==> config.mk <==
export PLATFORM = sky130hd
export DESIGN_NAME = echo_tap_scheduler_flat
export DESIGN_NICKNAME = d
export VERILOG_FILES = /design/src/rtl/echo_tap_scheduler_if.sv /design/src/rtl/echo_tap_scheduler.sv /design/src/flat_wrapper.sv
export SDC_FILE = /design/constraint.sdc
export NUM_CORES = 1
export LEC_CHECK = 0
export CAP_MARGIN = 10
export CORE_MARGIN = 2
export CORE_UTILIZATION = 45
export DETAILED_ROUTE_END_ITERATION = 7
export GPL_TIMING_DRIVEN = 0
export PLACE_DENSITY_LB_ADDON = 0.25
export SKIP_LAST_GASP = 1
export SYNTH_ARGS = -nofsm -noshare
export SYNTH_HDL_FRONTEND = slang
export SYNTH_SLANG_ARGS = --single-unit
==> constraint.sdc <==
create_clock -name clk -period 16.2 [get_ports clk]
set_clock_uncertainty 0.15 [all_clocks]
set_input_delay 2.43 -clock clk [delete_from_list [all_inputs] [get_ports clk]]
set_output_delay 2.43 -clock clk [all_outputs]
set_load 0.02 [all_outputs]
==> src/rtl/echo_tap_scheduler_if.sv <==
// echo_tap_scheduler_if: RAM port and output sample bundle for echo_tap_scheduler.
// Ports: mem_addr/mem_wdata/mem_we/mem_rdata (single-port delay-line RAM), out/out_valid (echo sample).
// master = scheduler side (drives RAM controls and output), slave = RAM/mixer side.
interface echo_tap_scheduler_if #(
   parameter int BITSIZE = 16,
   parameter int ADDR_W  = 14
);
   logic [ADDR_W-1:0]  mem_addr;
   logic [BITSIZE-1:0] mem_wdata;
   logic               mem_we;
   logic [BITSIZE-1:0] mem_rdata;
   logic [BITSIZE-1:0] out;
   logic               out_valid;

   modport master (
      output mem_addr, mem_wdata, mem_we, out, out_valid,
      input  mem_rdata
   );

   modport slave (
      input  mem_addr, mem_wdata, mem_we, out, out_valid,
      output mem_rdata
   );
endinterface

==> src/rtl/echo_tap_scheduler.sv <==
// echo_tap_scheduler: per-frame delay-line sequencer; writes the new sample, reads TAPS delayed
// samples, MACs them with signed Q1.(BITSIZE-1) gains and emits one saturated echo sample per frame.
// Ports: clk/reset (async, active-high), lrclk (async frame clock), enable (0 = bypass), in (sample),
//        tap_offset/tap_gain (packed per-tap), bus (RAM port + out/out_valid), busy, overrun (sticky).
// Latency: out_valid TAPS+3 clks after the registered frame edge (1 clk in bypass).
// Option: define MEM_CLEAR_EN to zero the whole RAM after reset release (busy during the sweep).
module echo_tap_scheduler #(
   parameter int BITSIZE = 16,
   parameter int ADDR_W  = 14,
   parameter int TAPS    = 4
) (
   input  logic                      clk,
   input  logic                      reset,
   input  logic                      lrclk,
   input  logic                      enable,
   input  logic [BITSIZE-1:0]        in,
   input  logic [TAPS*ADDR_W-1:0]    tap_offset,
   input  logic [TAPS*BITSIZE-1:0]   tap_gain,
   echo_tap_scheduler_if.master      bus,
   output logic                      busy,
   output logic                      overrun
);

   localparam logic [2:0] IDLE   = 3'd0;
   localparam logic [2:0] WRITE  = 3'd1;
   localparam logic [2:0] READ   = 3'd2;
   localparam logic [2:0] DRAIN  = 3'd3;
   localparam logic [2:0] DONE   = 3'd4;
   localparam logic [2:0] BYPASS = 3'd5;
   localparam logic [2:0] CLEAR  = 3'd6;

   localparam int IDX_W = 3;
   localparam int ACC_W = 2*BITSIZE + 3;
   localparam logic signed [ACC_W-1:0] SAT_MAX = ACC_W'((2**(BITSIZE-1)) - 1);
   localparam logic signed [ACC_W-1:0] SAT_MIN = ACC_W'(-(2**(BITSIZE-1)));
   localparam logic [IDX_W-1:0] LAST_TAP = IDX_W'(TAPS - 1);

   logic [2:0]                 state;
   logic                       lr_s1, lr_s2, lr_s3;
   logic                       frame_start;
   logic [ADDR_W-1:0]          wr_ptr;
   logic [IDX_W-1:0]           tap_idx;
   logic [IDX_W-1:0]           mac_sel;
   logic                       mac_en;
   logic signed [ACC_W-1:0]    acc;
   logic signed [ACC_W-1:0]    acc_next;
   logic signed [ACC_W-1:0]    acc_shift;
   logic signed [2*BITSIZE-1:0] prod;
   logic signed [BITSIZE-1:0]  gain_sel;
   logic [BITSIZE-1:0]         sat_val;
   logic [IDX_W-1:0]           next_idx;
   logic [ADDR_W-1:0]          tap_addr;
`ifdef MEM_CLEAR_EN
   logic                       clear_pending;
   logic [ADDR_W:0]            clr_cnt;
`endif

   // rising edge of the synchronised frame clock
   assign frame_start = lr_s2 & ~lr_s3;
   assign busy        = (state != IDLE);

   // Address for the tap about to be issued: tap 0 right after WRITE, otherwise the next tap.
   // Offsets are read here, so a mid-frame change only affects taps not yet issued.
   always_comb begin
      next_idx = '0;
      if (state == READ && tap_idx != LAST_TAP)
         next_idx = tap_idx + IDX_W'(1);
      tap_addr = wr_ptr - tap_offset[int'(next_idx)*ADDR_W +: ADDR_W];
   end

   // MAC runs one cycle behind the read address because RAM data returns a clock later.
   always_comb begin
      gain_sel  = tap_gain[int'(mac_sel)*BITSIZE +: BITSIZE];
      prod      = $signed(bus.mem_rdata) * gain_sel;
      acc_next  = acc + {{(ACC_W-2*BITSIZE){prod[2*BITSIZE-1]}}, prod};
      acc_shift = acc_next >>> (BITSIZE-1);
      if (acc_shift > SAT_MAX)
         sat_val = SAT_MAX[BITSIZE-1:0];
      else if (acc_shift < SAT_MIN)
         sat_val = SAT_MIN[BITSIZE-1:0];
      else
         sat_val = acc_shift[BITSIZE-1:0];
   end

   always_ff @(posedge clk or posedge reset) begin
      if (reset) begin
         state         <= IDLE;
         lr_s1         <= 1'b0;
         lr_s2         <= 1'b0;
         lr_s3         <= 1'b0;
         wr_ptr        <= '0;
         tap_idx       <= '0;
         mac_sel       <= '0;
         mac_en        <= 1'b0;
         acc           <= '0;
         overrun       <= 1'b0;
         bus.mem_addr  <= '0;
         bus.mem_wdata <= '0;
         bus.mem_we    <= 1'b0;
         bus.out       <= '0;
         bus.out_valid <= 1'b0;
`ifdef MEM_CLEAR_EN
         clear_pending <= 1'b1;
         clr_cnt       <= '0;
`endif
      end else begin
         lr_s1 <= lrclk;
         lr_s2 <= lr_s1;
         lr_s3 <= lr_s2;

         bus.mem_we    <= 1'b0;
         bus.out_valid <= 1'b0;

         if (mac_en)
            acc <= acc_next;

         // A frame edge during the clear sweep is dropped silently; any other busy state flags it.
         if (frame_start && state != IDLE && state != CLEAR)
            overrun <= 1'b1;

         case (state)
            IDLE: begin
`ifdef MEM_CLEAR_EN
               if (clear_pending) begin
                  clear_pending <= 1'b0;
                  clr_cnt       <= '0;
                  state         <= CLEAR;
               end else
`endif
               if (frame_start) begin
                  if (enable) begin
                     bus.mem_we    <= 1'b1;
                     bus.mem_addr  <= wr_ptr;
                     bus.mem_wdata <= in;
                     state         <= WRITE;
                  end else begin
                     bus.out       <= in;
                     bus.out_valid <= 1'b1;
                     state         <= BYPASS;
                  end
               end
            end
            WRITE: begin
               acc          <= '0;
               tap_idx      <= '0;
               bus.mem_addr <= tap_addr;
               state        <= READ;
            end
            READ: begin
               mac_en  <= 1'b1;
               mac_sel <= tap_idx;
               if (tap_idx == LAST_TAP) begin
                  state <= DRAIN;
               end else begin
                  tap_idx      <= next_idx;
                  bus.mem_addr <= tap_addr;
               end
            end
            DRAIN: begin
               mac_en        <= 1'b0;
               bus.out       <= sat_val;
               bus.out_valid <= 1'b1;
               state         <= DONE;
            end
            DONE: begin
               wr_ptr <= wr_ptr + ADDR_W'(1);
               state  <= IDLE;
            end
            BYPASS: begin
               state <= IDLE;
            end
`ifdef MEM_CLEAR_EN
            CLEAR: begin
               if (clr_cnt == (ADDR_W+1)'(2**ADDR_W)) begin
                  state <= IDLE;
               end else begin
                  bus.mem_we    <= 1'b1;
                  bus.mem_addr  <= clr_cnt[ADDR_W-1:0];
                  bus.mem_wdata <= '0;
                  clr_cnt       <= clr_cnt + (ADDR_W+1)'(1);
               end
            end
`endif
            default: state <= IDLE;
         endcase
      end
   end

endmodule

==> src/flat_wrapper.sv <==
// flat-port wrapper written by rule: the top's interface ports become plain ports
module echo_tap_scheduler_flat 
#(
   parameter int BITSIZE = 16,
   parameter int ADDR_W  = 14,
   parameter int TAPS    = 4
)
  (clk, reset, lrclk, enable, in, tap_offset, tap_gain, busy, overrun, bus_mem_addr, bus_mem_wdata, bus_mem_we, bus_out, bus_out_valid, bus_mem_rdata);
  echo_tap_scheduler_if #(.BITSIZE(BITSIZE), .ADDR_W(ADDR_W)) bus_i ();
  input  logic clk;
  input  logic reset;
  input  logic lrclk;
  input  logic enable;
  input  logic [BITSIZE-1:0] in;
  input  logic [TAPS*ADDR_W-1:0] tap_offset;
  input  logic [TAPS*BITSIZE-1:0] tap_gain;
  output logic busy;
  output logic overrun;
  output wire logic [$bits(bus_i.mem_addr)-1:0] bus_mem_addr;
  output wire logic [$bits(bus_i.mem_wdata)-1:0] bus_mem_wdata;
  output wire logic [$bits(bus_i.mem_we)-1:0] bus_mem_we;
  output wire logic [$bits(bus_i.out)-1:0] bus_out;
  output wire logic [$bits(bus_i.out_valid)-1:0] bus_out_valid;
  input wire logic [$bits(bus_i.mem_rdata)-1:0] bus_mem_rdata;
  assign bus_mem_addr = bus_i.mem_addr;
  assign bus_mem_wdata = bus_i.mem_wdata;
  assign bus_mem_we = bus_i.mem_we;
  assign bus_out = bus_i.out;
  assign bus_out_valid = bus_i.out_valid;
  assign bus_i.mem_rdata = bus_mem_rdata;
  echo_tap_scheduler #(.BITSIZE(BITSIZE), .ADDR_W(ADDR_W), .TAPS(TAPS)) u_core (.clk(clk), .reset(reset), .lrclk(lrclk), .enable(enable), .in(in), .tap_offset(tap_offset), .tap_gain(tap_gain), .bus(bus_i), .busy(busy), .overrun(overrun));
endmodule
; ---- Word level (Yosys, flattened, before mapping)
; Cells that the tools add are included.
[op_classes]
mux = 25
reduce_logical = 15
n_lt_le_gt_ge = 2
add_sub_neg = 4
bitwise = 2
shift = 2
n_eq_ne = 12
mul = 2
[ops]
columns = op, count
row1 = $mux W35, 2
row2 = $mux W16, 4
row3 = $shiftx A64 B8 Y16, 1
row4 = $shiftx A56 B32 Y14, 1
row5 = $mux W14, 3
row6 = $pmux W14 S3, 1
row7 = $add A35 B35 Y35, 1
row8 = $mul A16 B16 Y32, 1
row9 = $pmux W16 S2, 1
row10 = $gt A20 B16 Y1 const B, 1
row11 = $lt A20 B16 Y1 const B, 1
row12 = $mux W3, 5
row13 = $add A14 B1 Y14 const B, 1
row14 = $sub A14 B14 Y14, 1
row15 = $pmux W3 S4, 1
row16 = $eq A3 B2 Y1 const B, 3
row17 = $ne A2 B2 Y1 const B, 4
row18 = $reduce_bool A2 Y1, 4
row19 = $mul A3 B3 Y6 const B, 1
row20 = $pmux W3 S2, 1
row21 = $reduce_and A3 Y1, 2
row22 = $reduce_bool A3 Y1, 2
row23 = $mux W1, 5
row24 = $pmux W1 S2, 2
row25 = 12 further kinds, 15
[totals]
output_inout_bits = 50
reg_bits = 111
in_bits = 156
wordCells = 79

; ---- Logic depth before layout (Yosys ltp)
[logic_depth]
ltp_word = 8
mapped_depth = 41
mapped_depth_nobuf = 38

; ---- Worst setup path before layout
; OpenSTA, ideal clock, no wires.
[synth_path]
path_type = input-to-reg
startpoint = input tap_gain[23]
endpoint = register u_core.bus.out[10]
slack_ns = 5.059
setup_ns = 0.151
arrival_ns = 10.840
n_path_buf = 4
cell_stages = 38
required_ns = 15.899
cell_sequence = mux4_2 nor2b_1 clkbuf_1 nand2_1 fa_1 inv_1 fa_1 inv_1 fa_1 inv_1 fa_1 fa_1 inv_1 fa_1 inv_1 ha_1 clkbuf_1 a21o_1 [... 2 more ...] o31a_1 o41ai_2 o21bai_1 a211oi_1 nor2_1 ha_1 clkbuf_1 nand3_1 nor2_1 o2111ai_1 a31oi_1 a21o_1 a21oi_2 xnor2_1 or4_4 a21oi_4 buf_8 a221oi_2
[synth_between]
elab_chain_cells = 7
elab_cells_between_ends = 8
classes_between = 1 x add/sub / 1 x mul / 2 x order compare / 1 x shift / 3 x mux
[synth_rtl]
columns = item, line
row1 = from (decl), flat_wrapper.sv:16  ; input logic [TAPS*BITSIZE-1:0] tap_gain;
row2 = $shiftx A64 B8 Y16 *, echo_tap_scheduler.sv:73  ; gain_sel = tap_gain[int'(mac_sel)*BITSIZE +: BITSIZE];
row3 = $mul A16 B16 Y32 *, echo_tap_scheduler.sv:74  ; prod = $signed(bus.mem_rdata) * gain_sel;
row4 = $add A35 B35 Y35 *, echo_tap_scheduler.sv:75  ; acc_next = acc + {{(ACC_W-2*BITSIZE){prod[2*BITSIZE-1]}}, prod};
row5 = $lt A20 B16 Y1, echo_tap_scheduler.sv:79  ; else if (acc_shift < SAT_MIN)
row6 = $mux W16, echo_tap_scheduler.sv:79
row7 = $mux W16 *, echo_tap_scheduler.sv:77  ; if (acc_shift > SAT_MAX)
row8 = $pmux W16 S2 *, echo_tap_scheduler.sv:121  ; case (state)
row9 = to (signal assigned), echo_tap_scheduler.sv:137  ; bus.out <= in;
row10 = to (signal assigned), echo_tap_scheduler.sv:161  ; bus.out <= sat_val;
row11 = to (decl), echo_tap_scheduler_if.sv:16  ; output mem_addr, mem_wdata, mem_we, out, out_valid,
; Every way passes the cells marked *; elsewhere a longest branch is shown, timed or not.
; A chain may end at the register's enable or synchronous reset.

; ---- Worst setup path in the final report
[layout_path]
startpoint = input tap_gain[40]
endpoint = register u_core.bus.out[8]
; The elaborated chain is that of the path after synthesis.

==> results_dict.tcl <==
set metrics [dict create \
    die_h_um 201 \
    port_buffers 205 \
    gp_congestion 0.913 \
    use_met3_pct 3.21 \
    path_common_cell "fa_1" \
    synthTopCellsByArea "fa_1 (30%), dfrtp_1 (16%), ha_1 (9.6%), inv_1 (6.9%), nand2_1 (4.8%)" \
    seq_area_frac_synth_pct 15.9 \
    min_path_type "flip-flop to flip-flop" \
    first_global_vias 14500 \
    final_util_pct 53.3 \
    hp-start "u_core.lr_s1" \
    synth_area_um2 17500 \
    drive_above_1_share_pct 5.19 \
    grt_pass1_wl_mm 77.0 \
    wl_per_cell_um 17.7 \
    fmax_ghz 0.0762 \
    synth-edff-count 0 \
    path_max_fanout 10 \
    cts_buffers 9 \
    synthDistinctLibCells 75 \
    ant_nets 0 \
    overflow 0 \
    grtUsageTotal_pct 23.8 \
    wirelength_mm 46.0 \
    busiest_layer "met2" \
    cts_resized 0 \
    maxSlewHeadroom_pct 26.1 \
    async_flop_share_pct 100 \
    cts.htree.levels 3 \
    netlist_instances 1857 \
    syn_area_per_cell_um2 9.43 \
    status "complete, no violations" \
    grtUsageMet1_pct 32.9 \
    cts_buffer_depth 2 \
    place_ws_ns 2.85 \
    maxCapViolations 0 \
    vias_per_cell 5.22 \
    root_buffer "clkbuf_16" \
    syn2layout_area_growth_pct 17.4 \
    synth_ff_type "dfrtp_1" \
    hold_viol_final 0 \
    drt-initial-drc-count 721 \
    slowest_stage "nor2b_1" \
    dieWidth_um 201 \
    initial_core_util_pct 45.4 \
    coreArea_um2 38600 \
    yosysMostFrequentCell "inv_1" \
    final_nets 2630 \
    maxSlewViolCount 0 \
    die_area_um2 40500 \
    vias 13600 \
    min_period_over_period_pct 81.0 \
    end_kind "flip-flop" \
    arrival_ns 13.18 \
    synth_top_area_share_pct 30.2 \
    rows 72 \
    worstMarginPinSlew_ns 1.11 \
    post_cts_buffers 0 \
    crit_type "input port to flip-flop" \
    synth_common_cells "inv_1 (323), fa_1 (264), nand2_1 (222)" \
    cts_tree "yes" \
    finalWorstSetupSlack_ns 3.08 \
    firstDrtPassIters 5 \
    clkSinkCount 111 \
    synth_top_cell_by_area "fa_1" \
    grt_use_met2_pct 38.9 \
    ys_ff_latch 111 \
    grt_max_degree 71 \
    period_needed_ns 13.12 \
    cp-start-kind "input port" \
    syn_nets 2412 \
    clkTransAtPathRegs_ns 0.07 \
    clk_latency_ns 0.36 \
    dp_hpwl_mm 38.9 \
    rsz0062_at_grt "no" \
    antenna_found_initial 0 \
    critPathLaunch "tap_gain[40]" \
    diodes 0 \
    setup_viol 0 \
    ios 206 \
    setup_tns_ns 0 \
    synth_warnings 0 \
    reg2reg_from "u_core.mac_sel[0]" \
    ctsHoldBuffers 0 \
    critical-path-max-stage-delay_ns 0.83 \
    worstPathRequired_ns 16.26 \
    drc 0 \
]
==> path summary, 6_finish.rpt <==
check / to / slack (ns) / depth (start not counted)
worst max-delay path: u_core.bus.out[8] / 3.08 / 39
worst min-delay path: u_core.lr_s2 / 0.20 / 0
worst max register to register: u_core.bus.out[8] / 3.56 / 40
worst min register to register: u_core.lr_s2 / 0.20 / 0
max in group asynchronous: u_core.acc[2] / 12.92 / 3
min in group asynchronous: u_core.bus.mem_wdata[15] / 2.29 / 2
==> layer usage <==
layer / vias up / wire length, um
met1: 6697 / 20700
met3: 74 / 2490
met5: - / 0
met4: 0 / 1400
met2: 410 / 21400
li1: 6381 / -
==> state kept, by name (all words and copies together) (netlist names), 3 cells and up <==
register and flops:
u_core.bus.mem_addr 14, u_core.state 3, u_core.wr_ptr 14, u_core.bus.out 16
u_core.acc 35, u_core.bus.mem_wdata 16, u_core.tap_idx 3, u_core.mac_sel 3
==> critical path: cells and delay by family <==
kind                       cells  cell delay [ns]
adders and majority gates      8             3.78
AOI/OAI and AO/OA             13             2.76
buffers and inverters         10             1.91
and+or+nand+nor                6             1.87
muxes                          1             0.22
xor gates and xnor gates       1             0.17
==> through the flow <==
| step | hold slack, ns | std cells | cell area [um^2] |
|---|---|---|---|
| global placement | 0.184 | 2580 | 20200 |
| CTS | 0.202 | 2597 | 20600 |
| detailed placement | 0.186 | 2581 | 20200 |
| global route | 0.211 | 2598 | 20600 |
| finish | 0.202 | 2598 | 20600 |
| floorplan | 0.181 | 1857 | 17500 |
==> cell usage in the layout, fill, tap and decap left out, types with 3 or more instances in the layout <==
cell type and count:
a211oi_1 4, a21o_1 30, a21oi_1 57, a221oi_1 5, a221oi_2 11, a22o_1 24, a31oi_1 11, a32o_1 3
and2_1 127, and3_1 9, buf_1 5, clkbuf_1 58, clkbuf_16 9, clkdlybuf4s50_1 205, dfrtp_1 111, fa_1 264
ha_1 135, inv_1 322, mux2_2 20, mux4_2 30, nand2_1 222, nand2b_1 16, nand3_1 21, nand4_1 3
nor2_1 98, nor2b_1 24, nor3_1 12, o2111ai_1 3, o211ai_1 7, o21a_1 10, o21ai_0 49, o21bai_1 5
o22a_1 3, o31a_1 4, o31ai_1 4, o41ai_1 3, or2_2 8, or3_1 8, xnor2_1 62, xor2_1 23
==> area by class of cell <==
cell class | instances | area (um^2)
clock inverters | 6 | 68.8
well taps | 518 | 648
fillers | 3582 | 18000
clock buffers | 10 | 239
multi-input cells | 1357 | 13300
repair buffers | 207 | 2080
plain buffers | 65 | 263
inverters | 324 | 1220
flip-flops and latches | 111 | 2780
==> logic make-up (layout without fill, tap and decap cells) <==
logic type | after synthesis | after routing | synth area share [%]
simple gates | 556 | 556 | 15.2
compound gates | 264 | 264 | 11.1
buf+inv | 389 | 612 | 8.44
mux | 52 | 52 | 5.26
flops | 111 | 111 | 15.9
fa+ha+maj | 399 | 399 | 39.8
xor+xnor | 86 | 86 | 4.39
Power is left out: the tool's default activity adds up to more than one toggle a clock period on the data nets, which glitch-free logic cannot reach.
